### src/rtl/cpu_pkg.sv
`default_nettype none
// ============================================================================
// Module      : cpu_pkg
// Description : Shared constants for the 4-bit-opcode CPU: opcodes, the
//               multi-cycle sequencer state encoding, and the PC-source and
//               writeback-source mux encodings.
// Revision    : 1.0 - initial release
// ============================================================================
package cpu_pkg;

   // Opcodes carried in IR[3:0]
   localparam logic [3:0] OP_ALUR   = 4'h0;
   localparam logic [3:0] OP_CMPR   = 4'h2;
   localparam logic [3:0] OP_SW     = 4'h5;
   localparam logic [3:0] OP_BRANCH = 4'h6;
   localparam logic [3:0] OP_ALUI   = 4'h8;
   localparam logic [3:0] OP_LW     = 4'h9;
   localparam logic [3:0] OP_CMPI   = 4'hA;
   localparam logic [3:0] OP_JAL    = 4'hB;

   // Sequencer states; codes 6 and 7 are unused
   typedef enum logic [2:0] {
      S_FETCH  = 3'd0,
      S_DECODE = 3'd1,
      S_EXEC   = 3'd2,
      S_MEM    = 3'd3,
      S_WB     = 3'd4,
      S_HALT   = 3'd5
   } state_t;

   // PC source select
   localparam logic [1:0] PC_PLUS4 = 2'd0;
   localparam logic [1:0] PC_BR    = 2'd1;
   localparam logic [1:0] PC_JAL   = 2'd2;

   // Writeback source select
   localparam logic [1:0] WB_ALU   = 2'd0;
   localparam logic [1:0] WB_MEM   = 2'd1;
   localparam logic [1:0] WB_LINK  = 2'd2;

   // True for every opcode the datapath implements
   function automatic logic op_legal(input logic [3:0] op);
      case (op)
         OP_ALUR, OP_ALUI, OP_LW, OP_SW,
         OP_CMPR, OP_CMPI, OP_BRANCH, OP_JAL: op_legal = 1'b1;
         default:                             op_legal = 1'b0;
      endcase
   endfunction

endpackage
`default_nettype wire

### src/rtl/multicycle_sequencer.sv
`default_nettype none
// ============================================================================
// Module      : multicycle_sequencer
// Description : Multi-cycle control FSM. Steps each instruction through
//               FETCH/DECODE/EXEC/MEM/WB, drives IR/PC/RF enables and the
//               shared memory port (req/ready), flags illegal opcodes and
//               counts retired instructions.
// Revision    : 1.0 - initial release
// ============================================================================
module multicycle_sequencer
   import cpu_pkg::*;
#(
   parameter int RETIRE_W = 32
) (
   input  logic                clk,
   input  logic                reset,
   input  logic [3:0]          op,
   input  logic                cond_true,
   input  logic                mem_ready,
   output logic                ir_we,
   output logic                pc_we,
   output logic [1:0]          pc_src,
   output logic                mem_req,
   output logic                mem_we,
   output logic                mem_addr_sel,
   output logic                rf_we,
   output logic [1:0]          wb_sel,
   output logic                illegal,
   output logic [2:0]          state,
   output logic [RETIRE_W-1:0] retired
);

   state_t                r_state;
   state_t                w_next;
   logic                  r_illegal;
   logic [RETIRE_W-1:0]   r_retired;
   logic                  w_set_illegal;

   // Next state and control strobes; reset masks every strobe so nothing
   // is written or requested during an abandoned instruction
   always_comb begin
      w_next        = r_state;
      w_set_illegal = 1'b0;
      ir_we         = 1'b0;
      pc_we         = 1'b0;
      pc_src        = PC_PLUS4;
      mem_req       = 1'b0;
      mem_we        = 1'b0;
      mem_addr_sel  = 1'b0;
      rf_we         = 1'b0;
      wb_sel        = WB_ALU;

      case (r_state)
         S_FETCH: begin
            mem_req = 1'b1;
            if (mem_ready) begin
               ir_we  = 1'b1;
               w_next = S_DECODE;
            end
         end
         S_DECODE: begin
            if (op_legal(op)) begin
               w_next = S_EXEC;
            end else begin
               w_set_illegal = 1'b1;
               w_next        = S_HALT;
            end
         end
         S_EXEC: begin
            if (op == OP_LW || op == OP_SW) begin
               w_next = S_MEM;
            end else if (op == OP_BRANCH) begin
               pc_we  = 1'b1;
               pc_src = cond_true ? PC_BR : PC_PLUS4;
               w_next = S_FETCH;
            end else begin
               w_next = S_WB;
            end
         end
         S_MEM: begin
            // Address select and store qualifier depend only on state/op,
            // so they stay stable for the whole wait
            mem_req      = 1'b1;
            mem_addr_sel = 1'b1;
            mem_we       = (op == OP_SW);
            if (mem_ready) begin
               if (op == OP_SW) begin
                  pc_we  = 1'b1;
                  w_next = S_FETCH;
               end else begin
                  w_next = S_WB;
               end
            end
         end
         S_WB: begin
            rf_we  = 1'b1;
            pc_we  = 1'b1;
            wb_sel = (op == OP_LW)  ? WB_MEM :
                     (op == OP_JAL) ? WB_LINK : WB_ALU;
            pc_src = (op == OP_JAL) ? PC_JAL : PC_PLUS4;
            w_next = S_FETCH;
         end
         S_HALT: begin
            w_next = S_HALT;
         end
         default: begin
            w_next = S_FETCH;
         end
      endcase

      if (reset) begin
         w_set_illegal = 1'b0;
         ir_we         = 1'b0;
         pc_we         = 1'b0;
         pc_src        = PC_PLUS4;
         mem_req       = 1'b0;
         mem_we        = 1'b0;
         mem_addr_sel  = 1'b0;
         rf_we         = 1'b0;
         wb_sel        = WB_ALU;
      end
   end

   // State register
   always_ff @(posedge clk) begin
      if (reset) begin
         r_state <= S_FETCH;
      end else begin
         r_state <= w_next;
      end
   end

   // Sticky illegal-opcode flag
   always_ff @(posedge clk) begin
      if (reset) begin
         r_illegal <= 1'b0;
      end else if (w_set_illegal) begin
         r_illegal <= 1'b1;
      end
   end

   // Retired-instruction counter: one retire per PC update, wraps naturally
   always_ff @(posedge clk) begin
      if (reset) begin
         r_retired <= '0;
      end else if (pc_we) begin
         r_retired <= r_retired + RETIRE_W'(1);
      end
   end

   assign state   = r_state;
   assign illegal = r_illegal;
   assign retired = r_retired;

endmodule
`default_nettype wire

### config.mk
export PLATFORM = sky130hd
export DESIGN_NAME = multicycle_sequencer
export DESIGN_NICKNAME = d
export VERILOG_FILES = /design/src/rtl/cpu_pkg.sv /design/src/rtl/multicycle_sequencer.sv
export SDC_FILE = /design/constraint.sdc
export NUM_CORES = 1
export LEC_CHECK = 0
export BUFFER_PORTS_ARGS = -buffer_cell sky130_fd_sc_hd__buf_2
export CORE_MARGIN = 10
export CORE_UTILIZATION = 56
export CTS_BUF_LIST = sky130_fd_sc_hd__clkbuf_16
export DETAILED_ROUTE_END_ITERATION = 8
export GPL_TIMING_DRIVEN = 0
export PLACE_DENSITY = 0.84
export SETUP_SLACK_MARGIN = 0.3
export SYNTH_ARGS = -nofsm -noshare
export SYNTH_HDL_FRONTEND = slang
export SYNTH_SLANG_ARGS = --single-unit
export TNS_END_PERCENT = 50
### constraint.sdc
create_clock -name clk -period 5.3 [get_ports clk]
set_clock_uncertainty 0.15 [all_clocks]
set_input_delay 0.53 -clock clk [delete_from_list [all_inputs] [get_ports clk]]
set_output_delay 0.53 -clock clk [all_outputs]
set_load 0.1 [all_outputs]
== Word level (Yosys, flattened, before mapping) ==
Memory sizes are Yosys's and may differ from the RTL's.
Index checks and enable logic that the tools add are counted.
Widths: inputs -> output; s select.

* Flip-flop bits (word level): 36
* Memories: 1
* Logic and storage cells: 57
* Bits in read-only memories: 16
* Output and inout bits: 46
* Bits of input ports: 8

{| class="wikitable"
|+ Memory list
! name !! depth !! width !! rd ports !! clocked after memory_dff !! write ports !! line !! text
|-
| (no name shown) || 16 || 1 || 1 || 0 || 0 || cpu_pkg.sv:43 || <nowiki>case (op)</nowiki>
|}

* Multiplexer cells: 37
* Add/sub/neg operators: 1
* Reduce and logical (&&, ||, !) cells: 4
* Equality and inequality tests: 11

{| class="wikitable"
|+ Operators with widths
! operator !! number
|-
| $add 32x1->32 const B || 1
|-
| $mux 1 || 23
|-
| $mux 3 || 6
|-
| $pmux 3 s5 || 1
|-
| $mux 2 || 5
|-
| $eq 4x3->1 const B || 2
|-
| $eq 4x4->1 const B || 2
|-
| $eq 3x2->1 const B || 2
|-
| $eq 3x3->1 const B || 2
|-
| $ne 2x2->1 const B || 2
|-
| $pmux 2 s2 || 1
|-
| $eq 3x1->1 const B || 1
|-
| $logic_not 3->1 || 1
|-
| $pmux 1 s3 || 1
|-
| $reduce_and 2->1 || 1
|-
| $reduce_or 2->1 || 1
|-
| $logic_or 1x1->1 || 1
|}

== Depth between registers and ports, before layout ==
Gate-level depths: netlist of run 1.

* Depth in word-level cells: 5
* Mapped depth: 9
* Mapped depth without buffers: 7

== Least setup slack after synthesis of run 1 ==
Ideal clock, no wire load.

* Path kind: reg2out
* Start point: reg r_state[2], in the netlist state[2]
* End point: out wb_sel[1]
* Setup slack: -0.561 ns
* Buffers on the path: 0
* Data arrival time: 5.181 ns
* Stages on the path, launching flop included: 5
* Required time: 4.620 ns
* Cell sequence: dfxtp_1 -> or3b_1 -> nor2_1 -> and3_1 -> nor2b_1

* Longest elaborated chain between the ends: 3

{| class="wikitable"
|+ Ends and longest elaborated chain
! item !! line !! text
|-
| from (decl) || multicycle_sequencer.sv:33 || <nowiki>state_t r_state;</nowiki>
|-
| from (signal assigned) || multicycle_sequencer.sv:129 || <nowiki>r_state <= w_next;</nowiki>
|-
| $eq 3x3->1 || multicycle_sequencer.sv:53 || <nowiki>case (r_state)</nowiki>
|-
| $mux 2 || multicycle_sequencer.sv:53 ||
|-
| $mux 2 || multicycle_sequencer.sv:111 || <nowiki>if (reset) begin</nowiki>
|-
| to (decl) || multicycle_sequencer.sv:27 || <nowiki>output logic [1:0] wb_sel,</nowiki>
|}

No other way between the ends.

== Worst setup path after layout of run 1 ==
* Start point: in op[1]
* End point: out pc_we

* Longest elaborated chain between the ends: 5
* Elaborated cells between the ends (all ways): 10
* Classes of those cells: eq/ne (3); mux (6); reduce/logical (1)

{| class="wikitable"
|+ Ends and longest elaborated chain
! item !! line !! text
|-
| from (decl) || multicycle_sequencer.sv:17 || <nowiki>input logic [3:0] op,</nowiki>
|-
| $eq 4x3->1, or another cell as far along || multicycle_sequencer.sv:70, multicycle_sequencer.sv:87 ||
|-
| $mux 1, or another cell as far along || multicycle_sequencer.sv:87 || <nowiki>if (op == OP_SW) begin</nowiki>
|-
| $mux 1 (on tied branches) || multicycle_sequencer.sv:86, multicycle_sequencer.sv:70 ||
|-
| $pmux 1 s3 (*) || multicycle_sequencer.sv:53 ||
|-
| $mux 1 (*) || multicycle_sequencer.sv:111 ||
|-
| to (decl) || multicycle_sequencer.sv:21 || <nowiki>output logic pc_we,</nowiki>
|}

Mark *: on every way between the ends. The rest lies on a longest branch, timed or not.

==> results.tsv, run 1 <==
stage	metric	value	unit
clock_network	clkTransAtPathRegs	0.05	ns
timing	finalSetupViolations	0	
clock_network	post_cts_buffers	0	
die	rows	21	
die	dieArea	0.00632	mm^2
clock_network	cts_max_level	2	
logic_synthesis	yosys_warnings	0	
timing	hold_viol_final	0	
final_layout	multi_input_area	0.00118	mm^2
critical_path	cp_num_buf_inv	3	
detailed_routing	drt_iter0_markers	158	
critical_path	cp_max_fo	8	
final_layout	design_area	0.00244	mm^2
clock_network	ctsResizeCount	0	
place	port_buffers	53	
critical_path	crit_required	4.62	ns
pwr	internal_power	0.461	mW
logic_synthesis	synth_ff_type	dfxtp_1	
logic_synthesis	synthArstFlopShare	0	
pwr	switching_power	0.175	mW
global_route	grt_pass1_vias	2025	
global_route	grt_max_degree	11	
clock_network	hold_buffers	0	
final_layout	drive_gt1_frac	0.228	
pwr	power_density	261	mW/mm^2
clock_network	cts_buffers	5	
clock_network	clock_path_buffers	2	
final_layout	fillers	293	
global_route	antenna_found_initial	0	
logic_synthesis	synth_area_leaders	dfxtp_1 (36%), a21oi_1 (6.6%), or4_1 (5.3%)	
critical_path	timing_worst_setup_path_type	in -> out	
detailed_routing	drt_pass1_iterations	5	
clock_network	cts_root_buffer	clkbuf_16	
pwr	clkPwrFrac	0.426	
critical_path	path_cells	buf_2 > inv_1 > ha_1 > or3b_2 > a21oi_1 > nor2_1 > nor2_1 > buf_2	
die	die_x	79.5	um
timing	min_period	3.30	ns
clock_network	numClockSinks	36	
timing	fin_tns_setup	0	ns
clock_network	cts_tree	yes	
timing	rsz0062_at_grt	false	
logic_synthesis	yosysTopAreaCell	dfxtp_1	
timing	slew_viol_final	0	
logic_synthesis	synth_top_area_frac	0.363	
critical_path	arrival	2.62	ns
critical_path	cp_top_family	simple AND/OR/NAND/NOR gates	
critical_path	reg2reg_from	state[2]$_SDFFE_PP0P_	
die	initial_core_util	0.585	
timing	worst_slew_pin_slew	0.788	ns
worst_hold_path	min_from	illegal$_SDFFE_PP0P_	
critical_path	crit_path_top_delay_cell	or3b_2	
place	placed_cell_area	0.00231	mm^2
place	dpl.hpwl	4090	um
pwr	p_sw_frac	0.275	
critical_path	start_kind	input pin	
logic_synthesis	synth.distinct_cells	43	
detailed_routing	drc_errors	0	
logic_synthesis	postSynthNetCount	259	
place	finalWeightedCongestion	0.878	
detailed_routing	antenna_left	0	
logic_synthesis	synth-seq-cells	36	
final_layout	seq_area	721	um^2
pwr	p_comb_frac	0.139	
global_route	grt_pass1_wl	9190	um
global_route	grt_overflow	0	
clock_network	insertion_delay	0.28	ns
logic_synthesis	postSynthAreaPerCell	8.03	um^2
detailed_routing	wire_per_inst	15.8	um
critical_path	max_stage_delay	0.48	ns
global_route	grt_usage	0.175	
worst_hold_path	hold_path_class	reg -> reg	
detailed_routing	vias	2151	
pwr	pwr-share-seq	0.436	
pwr	finalPower	0.637	mW
final_layout	fin_util	0.721	
flow_run	drv_cap	0	
logic_synthesis	syn-instance-count	247	
final_layout	area_delta_synth_final	23.2	%
timing	fin_crit_sh	0.622	
pwr	ir_drop	179	uV
pwr	leakagePower	0.953	nW
die	core	0.00339	mm^2
die	die_h	79.5	um
logic_synthesis	synth_edf_count	0	
final_layout	final_nets	319	
timing	slew_headroom	0.471	
final_layout	antenna-diode-count	0	
detailed_routing	viasPerCell	6.09	
critical_path	startpoint	op[1]	
logic_synthesis	ys_seq_area_frac	0.363	
die	pin_count	54	
outcome	outcome	finished clean	
logic_synthesis	syn_area	0.00198	mm^2
critical_path	endpoint_kind	primary output	
timing	max_freq	303	MHz
detailed_routing	finalWirelength	5590	um
[cells in the mapped netlist, types with 2 or more instances]
cell,n
dfxtp_1,36
a21oi_1,26
nor2_1,23
nand2_1,16
o21ai_0,16
or4_1,14
o31ai_1,13
nand3_1,12
inv_1,10
clkbuf_1,6
nand4_1,6
xor2_1,6
nand2b_1,5
nor2b_1,5
and3_1,4
ha_1,4
nor3_1,4
or3_1,4
a21o_1,3
and4_1,3
or4b_1,3
a31o_2,2
and2_1,2
buf_2,2
nor4_1,2
o2111ai_1,2
or3b_2,2
[cell type report]
cell class | instances | share of cell area
well taps | 46 | 0.0236
plain buffers | 11 | 0.0215
clock inverters | 2 | 0.00307
repair buffers | 53 | 0.109
inverters | 10 | 0.0154
multi-input cells | 190 | 0.482
clock buffers | 5 | 0.0512
flip-flops and latches | 36 | 0.295
[registers in the layout, indices dropped and copies added, names as in the netlist]
register  cells
state         3
illegal       1
retired      32
[power by group through the flow]
stage,registers (mW),clock network (mW),logic (mW)
finish,0.277,0.271,0.0882
global route,0.278,0.283,0.0942
CTS,0.277,0.272,0.0882
detailed placement,0.283,0,0.0878
global placement,0.283,0,0.0867
floorplan,0.306,0,0.0469
[layout by cell type, fill, tap and decap left out, types with 3 or more instances in the layout]
cell,netlist,final
buf_2,2,55
dfxtp_1,36,36
a21oi_1,26,26
nor2_1,23,22
nand2_1,16,16
o21ai_0,16,16
or4_1,14,14
o31ai_1,13,13
nand3_1,12,12
inv_1,10,10
clkbuf_1,6,6
nand4_1,6,6
xor2_1,6,6
nand2b_1,5,5
clkbuf_16,0,5
nor3_1,4,4
nor2b_1,5,4
and3_1,4,4
or3_1,4,4
ha_1,4,4
a21o_1,3,3
and4_1,3,3
or4b_1,3,3
[routing by layer]
metal / share of wire / global-route usage / up-vias
met3: 0.094 / 0.0597 / 7
met1: 0.42 / 0.206 / 1020
met5: 0 / 0 / -
li1: - / - / 1047
met4: 0.011 / 0.0699 / 0
met2: 0.48 / 0.285 / 77
[per-stage QoR]
step	std cells	setup WS (ns)	hold WS (ns)
after global placement	346	2.09	0.294
after CTS	353	2.00	0.336
after global routing	353	1.83	0.352
final	353	2.00	0.336
after detailed placement	346	2.02	0.324
after floorplan	247	0.408	0.606
[worst min-delay path: stages, from the launching register on]
cell and delay, ns:
dfxtp_1 0.32, a21oi_1 0.04, nor2_1 0.09
[path summary, 6_finish.rpt]
| check | cells after the start | endpoint | slack [ns] |
|---|---|---|---|
| worst min register to register | 2 | illegal$_SDFFE_PP0P_ | 0.34 |
| worst min-delay path | 2 | illegal$_SDFFE_PP0P_ | 0.34 |
| worst max-delay path | 8 | pc_we | 2.00 |
| worst max register to register | 7 | retired[12]$_SDFFE_PP0P_ | 2.73 |
[cells by family (layout without fill, tap and decap cells)]
family          after synthesis  in the layout  share of synthesized area
buf+inv                      21             81                     0.0454
fa+ha+maj                     4              4                     0.0252
xor+xnor                      7              7                     0.0309
flops                        36             36                      0.363
compound gates               69             69                      0.216
mux                           2              2                     0.0114
simple gates                108            108                      0.308
(Power assumes the default switching activity.)
==> inputs of run 2 (changes only) <==
Settings changed: CORE_UTILIZATION 56 to 47, PLACE_DENSITY 0.84 to 0.76.
Clock period 5.3 ns to 2.74 ns, I/O delays scaled along.
==> results.tsv, run 2 (synthesis gave the netlist of run 1 again) <==
stage	metric	value	unit	change
outcome	outcome	finished clean		
clock_network	cts_max_level	2		unchanged
place	port_buffers	53		unchanged
final_layout	design_area	0.00278	mm^2	+14%
critical_path	reg2reg_from	state[1]$_SDFFE_PP0P_		
global_route	grt_pass1_wl	9460	um	+2.9%
detailed_routing	drt_iter0_markers	158		unchanged
global_route	use_met1	0.199		-0.00708
detailed_routing	drt_pass1_iterations	4		-1
detailed_routing	vias	2146		-0.23%
global_route	grt_pass1_vias	1982		-2.1%
detailed_routing	wire_per_inst	16.2	um	+2.3%
clock_network	cts_tree	yes		
final_layout	largest_register_ff_count	32		unchanged
critical_path	reg2reg_to	retired[10]$_SDFFE_PP0P_		
timing	whs	0.266	ns	-0.0701 ns
die	die_x	85.0	um	+6.8%
clock_network	insertion_delay	0.28	ns	about the same
critical_path	worstSetupEndpoint	retired[10]$_SDFFE_PP0P_		
die	rows	23		+9.5%
final_layout	area_delta_synth_final	40.1	%	
final_layout	mostFrequentLayoutCells	buf_2 (52), a21oi_1 (23), nor2_1 (20)		
clock_network	clock_path_buffers	2		unchanged
final_layout	drive_gt1_frac	0.394		+0.166
clock_network	hold_buffers	0		unchanged
pwr	ir_drop	307	uV	+72%
timing	finalSetupViolations	0		unchanged
detailed_routing	finalWirelength	5910	um	+5.8%
place	dp_slack	-0.106	ns	-2.13 ns
critical_path	timing_worst_setup_path_type	reg -> reg		
flow_run	drv_cap	0		unchanged
final_layout	multi_input_area	0.00132	mm^2	+12%
critical_path	cp.depth	7		-1
clock_network	cts_root_buffer	clkbuf_16		
clock_network	cts_buffers	5		unchanged
critical_path	r2r_slack	0.28	ns	-2.45 ns
timing	hold_viol_final	0		unchanged
critical_path	startpoint	state[1]$_SDFFE_PP0P_		
worst_hold_path	hold_path_class	in -> reg		
final_layout	fillers	323		+10%
final_layout	instances_no_fill	365		+3.4%
critical_path	max_stage_delay	0.52	ns	+0.04 ns
critical_path	arrival	2.51	ns	-0.11 ns
timing	fin_ws	0.285	ns	-1.72 ns
die	dieArea	0.00722	mm^2	+14%
global_route	antenna_found_initial	0		unchanged
timing	rsz0062_at_grt	true		
die	pin_count	54		unchanged
detailed_routing	antenna_left	0		unchanged
critical_path	cp_top_family	simple AND/OR/NAND/NOR gates		
timing	fin_crit_sh	0.896		
timing	max_freq	407	MHz	
die	core	0.00403	mm^2	+19%
critical_path	crit_required	2.79	ns	-1.83 ns
critical_path	path_cells	buf_6 > or3b_4 > a211o_1 > a21o_4 > clkbuf_8 > or4_4 > a21oi_2		
clock_network	clkTransAtPathRegs	0.06	ns	about the same
global_route	grt.busiest_layer	met2		
global_route	grt_max_degree	12		+1
timing	worst_slew_pin_slew	0.566	ns	-0.222 ns
critical_path	cp_num_buf_inv	2		-1
clock_network	numClockSinks	36		unchanged
critical_path	endpoint_kind	flop		
critical_path	start_kind	flop		
critical_path	cp_max_fo	10		+2
place	placed_cell_area	0.00245	mm^2	+6.1%
global_route	grtUsageMet3	0.0535		-0.00615
final_layout	final_nets	326		+2.2%
global_route	grt_usage	0.154		-0.0211
global_route	grt_util_met2	0.231		-0.0539
final_layout	fin_util	0.689		-0.0315
final_layout	final_common_cell	buf_2		
place	finalWeightedCongestion	0.829		-5.5%
global_route	grt_overflow	0		unchanged
place	placed_cells	350		+1.2%
timing	slew_headroom	0.623		+0.152
critical_path	ff2ff_path_depth	7		unchanged
timing	min_period	2.46	ns	
pwr	power_density	488	mW/mm^2	+87%
critical_path	crit_path_top_delay_cell	or4_4		
die	die_h	85.0	um	+6.8%
final_layout	seq_area	772	um^2	+7.1%
place	dpl.hpwl	4180	um	+2.3%
detailed_routing	viasPerCell	5.88		-3.5%
final_layout	antenna-diode-count	0		unchanged
timing	slew_viol_final	0		unchanged
die	initial_core_util	0.492		-0.0929
pwr	leakagePower	1.08	nW	+13%
detailed_routing	drc_errors	0		unchanged
## run 2: cell types whose count changed in the layout (fill, tap and decap cells not counted), sizes merged
cell / before / now
buf: 57 / 63
clkbuf: 12 / 13
bufinv: 0 / 1
clkinv: 2 / 1
inv: 10 / 11
## run 2: stage by stage
stage | TNS [ns] | power, mW
finish | 0 | 1.36
global route | 0 | 1.40
CTS | 0 | 1.36
detailed placement | -0.148 | 0.719
global placement | -0.104 | 0.717
floorplan | -0.606 | 0.683
## run 2: worst min path at each step
| stage | start | to | cells after the start |
|---|---|---|---|
| finish | reset | retired[26]$_SDFFE_PP0P_ | 3 |
| detailed placement | illegal$_SDFFE_PP0P_ | illegal$_SDFFE_PP0P_ | 2 |
| CTS | mem_ready | state[1]$_SDFFE_PP0P_ | 3 |
| global placement | illegal$_SDFFE_PP0P_ | illegal$_SDFFE_PP0P_ | 2 |
| global route | mem_ready | state[1]$_SDFFE_PP0P_ | 3 |
| floorplan | reset | retired[26]$_SDFFE_PP0P_ | 2 |
## run 2: repair_timing
action                     in CTS  in global routing
gates resized for setup         8                 11
setup buffers                   1                  5
setup endpoints to repair      13                 15
cloned                          0                  1
pin swaps                       3                  4
## run 2: report_power, final
group	leakage (nW)	internal (mW)	switching (mW)
logic	0.689	0.0458	0.142
clock network	0.0850	0.424	0.214
registers	0.305	0.524	0.00656
## run 2: area by class of cell
cell class | count | area share
well taps | 50 | 0.0225
multi-input cells | 190 | 0.474
clock buffers | 5 | 0.0450
inverters | 10 | 0.0135
plain buffers | 11 | 0.0284
repair buffers | 60 | 0.124
clock inverters | 3 | 0.0140
flip-flops and latches | 36 | 0.278
## run 2: worst reg2reg max path, delay by kind of cell, from the launching register on
kind            cells  cell delay, ns
compound gates      3            0.68
simple gates        2            0.92
buf+inv             2            0.29
flops               1            0.35
## run 2: metal layers
layer	wire (um)	vias up	share of wire
met5	0	-	0
met4	87	0	0.015
met3	531	8	0.090
met2	2720	79	0.46
met1	2570	1000	0.44
li1	-	1059	-
